File: src/rtl/uart_pkg.sv
// Shared types and helpers for the UART receive path.
package uart_pkg;

    typedef enum logic [2:0] {
        IDLE,
        START,
        DATA,
        PARITY,
        STOP,
        WAIT_IDLE
    } rx_state_t;

    localparam int unsigned DEFAULT_CLK_FREQ_HZ = 100_000_000;
    localparam int unsigned DEFAULT_BAUD        = 3_000_000;

    // Rounded to the nearest whole clock.
    function automatic int unsigned clks_per_bit(input int unsigned clk, input int unsigned baud);
        return (clk + baud / 2) / baud;
    endfunction

endpackage

File: src/rtl/sync_2ff.sv
// Two-flop synchronizer for a single asynchronous bit, with selectable reset value.
module sync_2ff #(
    parameter logic RESET_VAL = 1'b0
) (
    input  logic i_clk,
    input  logic i_rst_n,
    input  logic i_d,
    output logic o_q
);

    logic meta_q;
    logic sync_q;

    always_ff @(posedge i_clk or negedge i_rst_n) begin
        if (!i_rst_n) begin
            meta_q <= RESET_VAL;
            sync_q <= RESET_VAL;
        end else begin
            meta_q <= i_d;
            sync_q <= meta_q;
        end
    end

    assign o_q = sync_q;

endmodule

File: src/rtl/uart_rx.sv
// 8O1 UART receiver with valid/ready holding register and parity/frame/overrun flags.
module uart_rx
    import uart_pkg::*;
#(
    parameter int unsigned CLK_FREQ_HZ = DEFAULT_CLK_FREQ_HZ,
    parameter int unsigned BAUD        = DEFAULT_BAUD
) (
    input  logic       i_clk,
    input  logic       i_rst_n,
    input  logic       i_rx,
    output logic [7:0] o_data,
    output logic       o_valid,
    input  logic       i_ready,
    output logic       o_parity_err,
    output logic       o_frame_err,
    output logic       o_overrun
);

    localparam int unsigned CLKS_PER_BIT = clks_per_bit(CLK_FREQ_HZ, BAUD);
    localparam int unsigned HALF_BIT     = CLKS_PER_BIT / 2;
    localparam int unsigned CNT_W        = $clog2(CLKS_PER_BIT);
    localparam logic [CNT_W-1:0] HALF_LAST = CNT_W'(HALF_BIT - 1);
    localparam logic [CNT_W-1:0] BIT_LAST  = CNT_W'(CLKS_PER_BIT - 1);

    logic rx_s;

    sync_2ff #(.RESET_VAL(1'b1)) u_sync (
        .i_clk   (i_clk),
        .i_rst_n (i_rst_n),
        .i_d     (i_rx),
        .o_q     (rx_s)
    );

    rx_state_t        state_q, state_d;
    logic [CNT_W-1:0] cnt_q, cnt_d;
    logic [2:0]       bit_idx_q, bit_idx_d;
    logic [7:0]       shift_q, shift_d;
    logic             acc_q, acc_d;
    logic             par_ok_q, par_ok_d;
    logic [7:0]       data_q, data_d;
    logic             valid_q, valid_d;
    logic             perr_q, perr_d;
    logic             ferr_q, ferr_d;
    logic             ovr_q, ovr_d;
    logic             good_byte;
    logic             transfer;

    always_comb begin
        state_d   = state_q;
        cnt_d     = cnt_q + CNT_W'(1);
        bit_idx_d = bit_idx_q;
        shift_d   = shift_q;
        acc_d     = acc_q;
        par_ok_d  = par_ok_q;
        perr_d    = 1'b0;
        ferr_d    = 1'b0;
        good_byte = 1'b0;

        case (state_q)
            IDLE: begin
                cnt_d     = '0;
                bit_idx_d = '0;
                if (!rx_s) state_d = START;
            end
            START: begin
                if (cnt_q == HALF_LAST) begin
                    cnt_d = '0;
                    if (rx_s) begin
                        state_d = IDLE;
                    end else begin
                        state_d   = DATA;
                        bit_idx_d = '0;
                        acc_d     = 1'b0;
                    end
                end
            end
            DATA: begin
                if (cnt_q == BIT_LAST) begin
                    cnt_d     = '0;
                    shift_d   = {rx_s, shift_q[7:1]};
                    acc_d     = acc_q ^ rx_s;
                    bit_idx_d = bit_idx_q + 3'd1;
                    if (bit_idx_q == 3'd7) state_d = PARITY;
                end
            end
            PARITY: begin
                if (cnt_q == BIT_LAST) begin
                    cnt_d    = '0;
                    par_ok_d = acc_q ^ rx_s;
                    state_d  = STOP;
                end
            end
            STOP: begin
                // Leave at the stop mid-point so an immediately following start edge is caught.
                if (cnt_q == BIT_LAST) begin
                    cnt_d = '0;
                    if (!rx_s) begin
                        ferr_d  = 1'b1;
                        state_d = WAIT_IDLE;
                    end else if (!par_ok_q) begin
                        perr_d  = 1'b1;
                        state_d = IDLE;
                    end else begin
                        good_byte = 1'b1;
                        state_d   = IDLE;
                    end
                end
            end
            WAIT_IDLE: begin
                cnt_d = '0;
                if (rx_s) state_d = IDLE;
            end
            default: begin
                state_d = IDLE;
                cnt_d   = '0;
            end
        endcase
    end

    assign transfer = valid_q & i_ready;

    always_comb begin
        data_d  = data_q;
        valid_d = valid_q & ~transfer;
        ovr_d   = 1'b0;
        if (good_byte) begin
            if (!valid_q || transfer) begin
                data_d  = shift_q;
                valid_d = 1'b1;
            end else begin
                ovr_d = 1'b1;
            end
        end
    end

    always_ff @(posedge i_clk or negedge i_rst_n) begin
        if (!i_rst_n) begin
            state_q   <= IDLE;
            cnt_q     <= '0;
            bit_idx_q <= '0;
            shift_q   <= '0;
            acc_q     <= 1'b0;
            par_ok_q  <= 1'b0;
            data_q    <= '0;
            valid_q   <= 1'b0;
            perr_q    <= 1'b0;
            ferr_q    <= 1'b0;
            ovr_q     <= 1'b0;
        end else begin
            state_q   <= state_d;
            cnt_q     <= cnt_d;
            bit_idx_q <= bit_idx_d;
            shift_q   <= shift_d;
            acc_q     <= acc_d;
            par_ok_q  <= par_ok_d;
            data_q    <= data_d;
            valid_q   <= valid_d;
            perr_q    <= perr_d;
            ferr_q    <= ferr_d;
            ovr_q     <= ovr_d;
        end
    end

    assign o_data       = data_q;
    assign o_valid      = valid_q;
    assign o_parity_err = perr_q;
    assign o_frame_err  = ferr_q;
    assign o_overrun    = ovr_q;

endmodule

File: config.mk
export PLATFORM = sky130hd
export DESIGN_NAME = uart_rx
export DESIGN_NICKNAME = d
export VERILOG_FILES = /design/src/rtl/uart_pkg.sv /design/src/rtl/sync_2ff.sv /design/src/rtl/uart_rx.sv
export SDC_FILE = /design/constraint.sdc
export NUM_CORES = 1
export LEC_CHECK = 0
export ABC_AREA = 0
export CAP_MARGIN = 40
export CORE_MARGIN = 4
export CORE_UTILIZATION = 25
export CTS_BUF_LIST = sky130_fd_sc_hd__clkbuf_16
export DETAILED_ROUTE_END_ITERATION = 10
export GPL_TIMING_DRIVEN = 0
export MAX_ROUTING_LAYER = met4
export SYNTH_ARGS = -nofsm -noshare
export SYNTH_HDL_FRONTEND = slang
export SYNTH_SLANG_ARGS = --single-unit
File: constraint.sdc
create_clock -name i_clk -period 1.9 [get_ports i_clk]
set_input_delay 0.38 -clock i_clk [delete_from_list [all_inputs] [get_ports i_clk]]
set_output_delay 0.38 -clock i_clk [all_outputs]
set_load 0.03 [all_outputs]
Word-level counts from Yosys, hierarchy flattened --
Cells that the tools add are included.
Storage, ports and cells: input port bits 4, logic and storage cells 83, output and inout port bits 12, register bits after elaboration 36
Operators by class: equal/unequal tests 16, bitwise gates (word level) 4, reduce and logical (&&, ||, !) cells 12, add/sub/neg operators 2, multiplexer cells 36
Operator list (count):
- 3-bit two-way mux | 11
- 1-bit two-way mux | 18
- 3-bit case mux with 6 select lines | 1
- 2-bit != test (second input constant) | 7
- 6-bit two-way mux | 2
- 6-bit case mux with 2 select lines | 1
- 3-bit equality test (second input constant) | 3
- 3-bit case mux with 3 select lines | 1
- 4-bit AND reduction | 2
- 7-bit AND reduction | 1
- 6-bit by 1-bit adder with 6-bit output (second input constant) | 1
- 3-bit by 2-bit equality test with 1-bit output (second input constant) | 2
- 6-bit by 4-bit equality test with 1-bit output (second input constant) | 1
- 6-bit equality test (second input constant) | 1
- 2-bit AND reduction | 3
- 3-bit by 1-bit adder with 3-bit output (second input constant) | 1
- 3-bit by 1-bit equality test with 1-bit output (second input constant) | 1
- 3-bit logical NOT | 1
- 3-bit nonzero test | 1
- 3-bit OR reduction | 1
- 1-bit AND | 2
- 2-bit two-way mux | 1
- 2-bit by 1-bit != test with 1-bit output (second input constant) | 1
- 1-bit case mux with 2 select lines | 1
- other kinds (5) | 5

Logic depth before layout (Yosys ltp) --
word-level depth 5, depth in mapped cells 8, mapped depth without buffers 6

Modules after synthesis --
A second synthesis with hierarchy kept.
Unflattened totals: cells, all modules 140, area total of the unflattened synthesis 1652.8 sq um
By module, submodules not included:
- uart_rx | seq. area each 850.8 sq um, area an instance 1600.3 sq um, cells an instance 138, instances 1
- sync_2ff | seq. area each 52.6 sq um, area an instance 52.6 sq um, cells an instance 2, instances 1

Worst setup path after synthesis --
No wires, ideal clock.
kind reg-to-reg, start reg cnt_q[0], end reg shift_q[2], slack -66 ps, stages on the path, launching flop included 8, arrival time 1841 ps, setup time 125 ps, required time 1775 ps, cell sequence dfrtp_1 inv_1 ha_1 or3b_1 buf_2 nor4_4 buf_4 mux2_2
Between the ends: cells in the longest elaborated chain, start to end 2
Ends and longest elaborated chain:
- from (decl) | RTL line uart_rx.sv:35 | logic [CNT_W-1:0] cnt_q, cnt_d;
- from (signal assigned) | RTL line uart_rx.sv:151 | cnt_q <= cnt_d;
- 6-bit equality test | RTL line uart_rx.sv:78 | if (cnt_q == BIT_LAST) begin
- 2-bit AND reduction (no line)
- to (signal assigned) | RTL line uart_rx.sv:153 | shift_q <= shift_d;
- to (decl) | RTL line uart_rx.sv:37 | logic [7:0] shift_q, shift_d;
No other way between the ends. A chain may end at the register's enable or synchronous reset.

Final worst setup path --
start reg cnt_q[1], end reg data_q[7], in the netlist o_data[7]
Between the ends: cells in the longest elaborated chain, start to end 4
Ends and longest elaborated chain:
- 6-bit equality test | RTL line uart_rx.sv:95 | if (cnt_q == BIT_LAST) begin
- 1-bit two-way mux | RTL line uart_rx.sv:95
- 1-bit two-way mux | RTL line uart_rx.sv:59 | case (state_q)
- 2-bit AND reduction (no line)
- to (signal assigned) | RTL line uart_rx.sv:156 | data_q <= data_d;
- to (decl) | RTL line uart_rx.sv:40 | logic [7:0] data_q, data_d;
No other way between the ends.

==> flow_summary.yaml <==
timing:
  hold_viol_final: 0
  worst_slack_ps: -47.28
  fin_tns_setup_ps: -345.0
  fin_crit_sh_pct: 102.5
  max_freq_ghz: 0.5135
  tightest_slew_ps: 773.5
  clock_skew_ps: 1.995
  setup_viol: 14
  rsz0062_at_grt: "yes"
  timing.final.crit_period_ps: 1947
  relSlewSlack_pct: 48.44
  drv_slew: 0
setup_path:
  critical_path_class: "reg -> reg"
  startpoint_type: "register"
  worstPathRequired_ps: 2060
  worstPathArrival_ps: 2100
  slowest_stage: "or3b_4"
  cp-startpoint: "cnt_q[1]$_DFF_PN0_"
  reg2reg_from: "cnt_q[1]$_DFF_PN0_"
  cp_max_fo: 8
  endpoint_kind: "register"
  path_cells: "inv_1 > ha_1 > or3b_4 > nor3b_4 > nand4_4 > mux2_4"
  crit_path_max_incr_delay_ps: 430
pwr:
  p_leak_nw: 0.9755
  irDropWorstVdd_v: 0.0004423
  pwr_density_cell_nw_per_um2: 831.0
finish:
  fin_util_pct: 33.16
  antennaDiodeCount: 0
  syn_to_final_growth_pct: 28.57
  ff_latch_area_um2: 903.4
  drive_gt1_share_pct: 27.50
  fillers: 614
  final_nets: 167
  multi_input_area_um2: 725.7
drt:
  drc: 0
  drt-total-wl_mm: 2.808
  viasPerCell: 4.511
  first_iter_violations: 47
  vias: 1069
  ant_nets: 0
  wl_per_cell_um: 11.85
  dr.pass1.iters: 4
yosys:
  synthCells: 130
  synth_enable_flop_cells: 0
  async_flop_share_pct: 100.0
  synth_area_um2: 1638
  synth_seq_cells: 36
  synth_cell_type_count: 40
  ys_seq_area_share_pct: 55.16
  yosys_most_used_dff: "dfrtp_1"
  syn_nets: 138
  syn_avg_cell_area_um2: 12.60
  yosys_warnings: 0
die:
  dieArea_um2: 7910
  die_w_um: 88.94
  start_util_pct: 25.79
  num_io_pins: 16
  core.rowCount: 29
  core_area_um2: 6350
  die_h_um: 88.94
clock_network:
  cts_hold_buf: 0
  clock-sinks: 36
  h-tree-depth: 2
  cts.clk_slew.worst_paths_ps: 50
  cts_root_buf: "clkbuf_16"
  cts_tree: "done"
  clkLatencyLatePin_ps: 270
  cts_buffers: 5
  clk_path_buf_depth: 2
placed_design:
  port_buffers: 15
  hpwl_mm: 1.857
  gp_congestion: 0.8526
run:
  cap_viol_max_count: 0
global_route:
  grt_usage_pct: 8.584
  grt_pass1_wl_mm: 5.050
  grt_pass1_vias: 1102
  grt_max_degree: 37
  gr-total-overflow: 0
  antenna_found_initial: 0
outcome:
  violations: "negative setup slack"
  status: "finished with violations"
hold_path:
  hp-class: "in -> async"
==> cells by family (layout without fill, tap and decap cells) <==
family,count (synthesis),after routing,share of synthesized area [%]
DFF,36,36,55.16
AOI/OAI and AO/OA,15,15,6.876
xor gates and xnor gates,6,6,3.209
adders and majority gates,4,4,3.056
muxes,19,19,13.22
and+or+nand+nor,41,41,16.04
buffers and inverters,9,39,2.445
==> through the flow <==
stage               hold slack [ps]  setup WS (ps)  power (W)  cell area, um2  std cells
finish                        183.3         -47.28   0.001750            2106        237
CTS                           224.7         -158.9   0.001769            2097        236
global route                  272.6         -153.0   0.001836            2106        237
detailed placement            348.7         -211.5  0.0009752            1882        222
global placement              346.2         -359.0  0.0009741            1887        222
floorplan                     84.41         -28.96  0.0009299            1640        130
==> routing by layer <==
metal  part of all wire, %  track usage (%)  wire [um]
met4                   1.4            3.383         38
met3                   5.3            3.502        149
met2                    44            12.48       1247
met5                     0                -          0
met1                    49            10.64       1373
==> power breakdown <==
| group | total (W) | switching [W] | internal (W) |
|---|---|---|---|
| Sequential | 0.000814 | 0.0000200 | 0.000794 |
| Combinational | 0.000194 | 0.0000983 | 0.0000961 |
| Clock | 0.000742 | 0.000272 | 0.000470 |
==> repair_timing <==
item	4_1_cts	5_1_grt
setup endpoints to repair	18	30
pin swaps	3	2
buffers inserted	6	2
resized for setup	9	2
==> cell usage in the layout, fill, tap and decap left out, drive strengths merged, types with 5 or more instances in the layout <==
cell type / netlist / routed
dfrtp: 34 / 34
mux2: 18 / 18
clkdlybuf4s50: 0 / 14
buf: 3 / 11
nor2: 8 / 8
clkbuf: 3 / 8
inv: 3 / 5
nand2b: 5 / 5
nand2: 5 / 5
==> flip-flops by register name, indices dropped and copies added (netlist names) <==
| register | count |
|---|---|
| state_q | 3 |
| o_data | 8 |
| bit_idx_q | 3 |
| u_sync.meta_q | 1 |
| o_frame_err | 1 |
| u_sync.o_q | 1 |
| o_parity_err | 1 |
| o_valid | 1 |
| par_ok_q | 1 |
| acc_q | 1 |
| shift_q | 8 |
| cnt_q | 6 |
| o_overrun | 1 |
==> final cells by class <==
| class | count | area share (%) |
|---|---|---|
| tap | 77 | 4.575 |
| clock inverter | 3 | 0.5348 |
| multi-input combinational | 85 | 34.46 |
| sequential | 36 | 42.90 |
| timing repair buffer | 23 | 9.745 |
| buffer | 5 | 1.307 |
| clock buffer | 5 | 5.942 |
| inverter | 3 | 0.5348 |
==> path summary, 6_finish.rpt <==
path	to	slack, ps	cells past startpoint
max reg2reg	o_data[7]$_DFFE_PN0P_	-50	6
max	o_data[7]$_DFFE_PN0P_	-50	6
min reg2reg	u_sync.o_q$_DFF_PN1_	360	0
min	o_data[1]$_DFFE_PN0P_	180	1
min in group i_clk	u_sync.o_q$_DFF_PN1_	360	0
max in group asynchronous	shift_q[7]$_DFFE_PN0P_	1220	1
==> worst max-delay path, delay by kind of cell, from the launching register on <==
family                   cells  cell delay (ps)
multiplexers                 1              350
AND/OR/NAND/NOR              3              930
adder cells (fa/ha/maj)      1              120
buffers and inverters        1               60
flip-flops                   1              370
==> synthesized netlist by cell type, drive strengths merged (4+ instances only) <==
library cell | instances | share of area (%)
dfrtp | 34 | 52
nand3 | 4 | 1.2
nand2b | 5 | 1.9
mux2 | 18 | 13
nor2 | 8 | 1.8
ha | 4 | 3.1
nor3 | 4 | 1.2
nand2 | 5 | 1.1
xnor2 | 4 | 2.1
(Power assumes the default switching activity.)
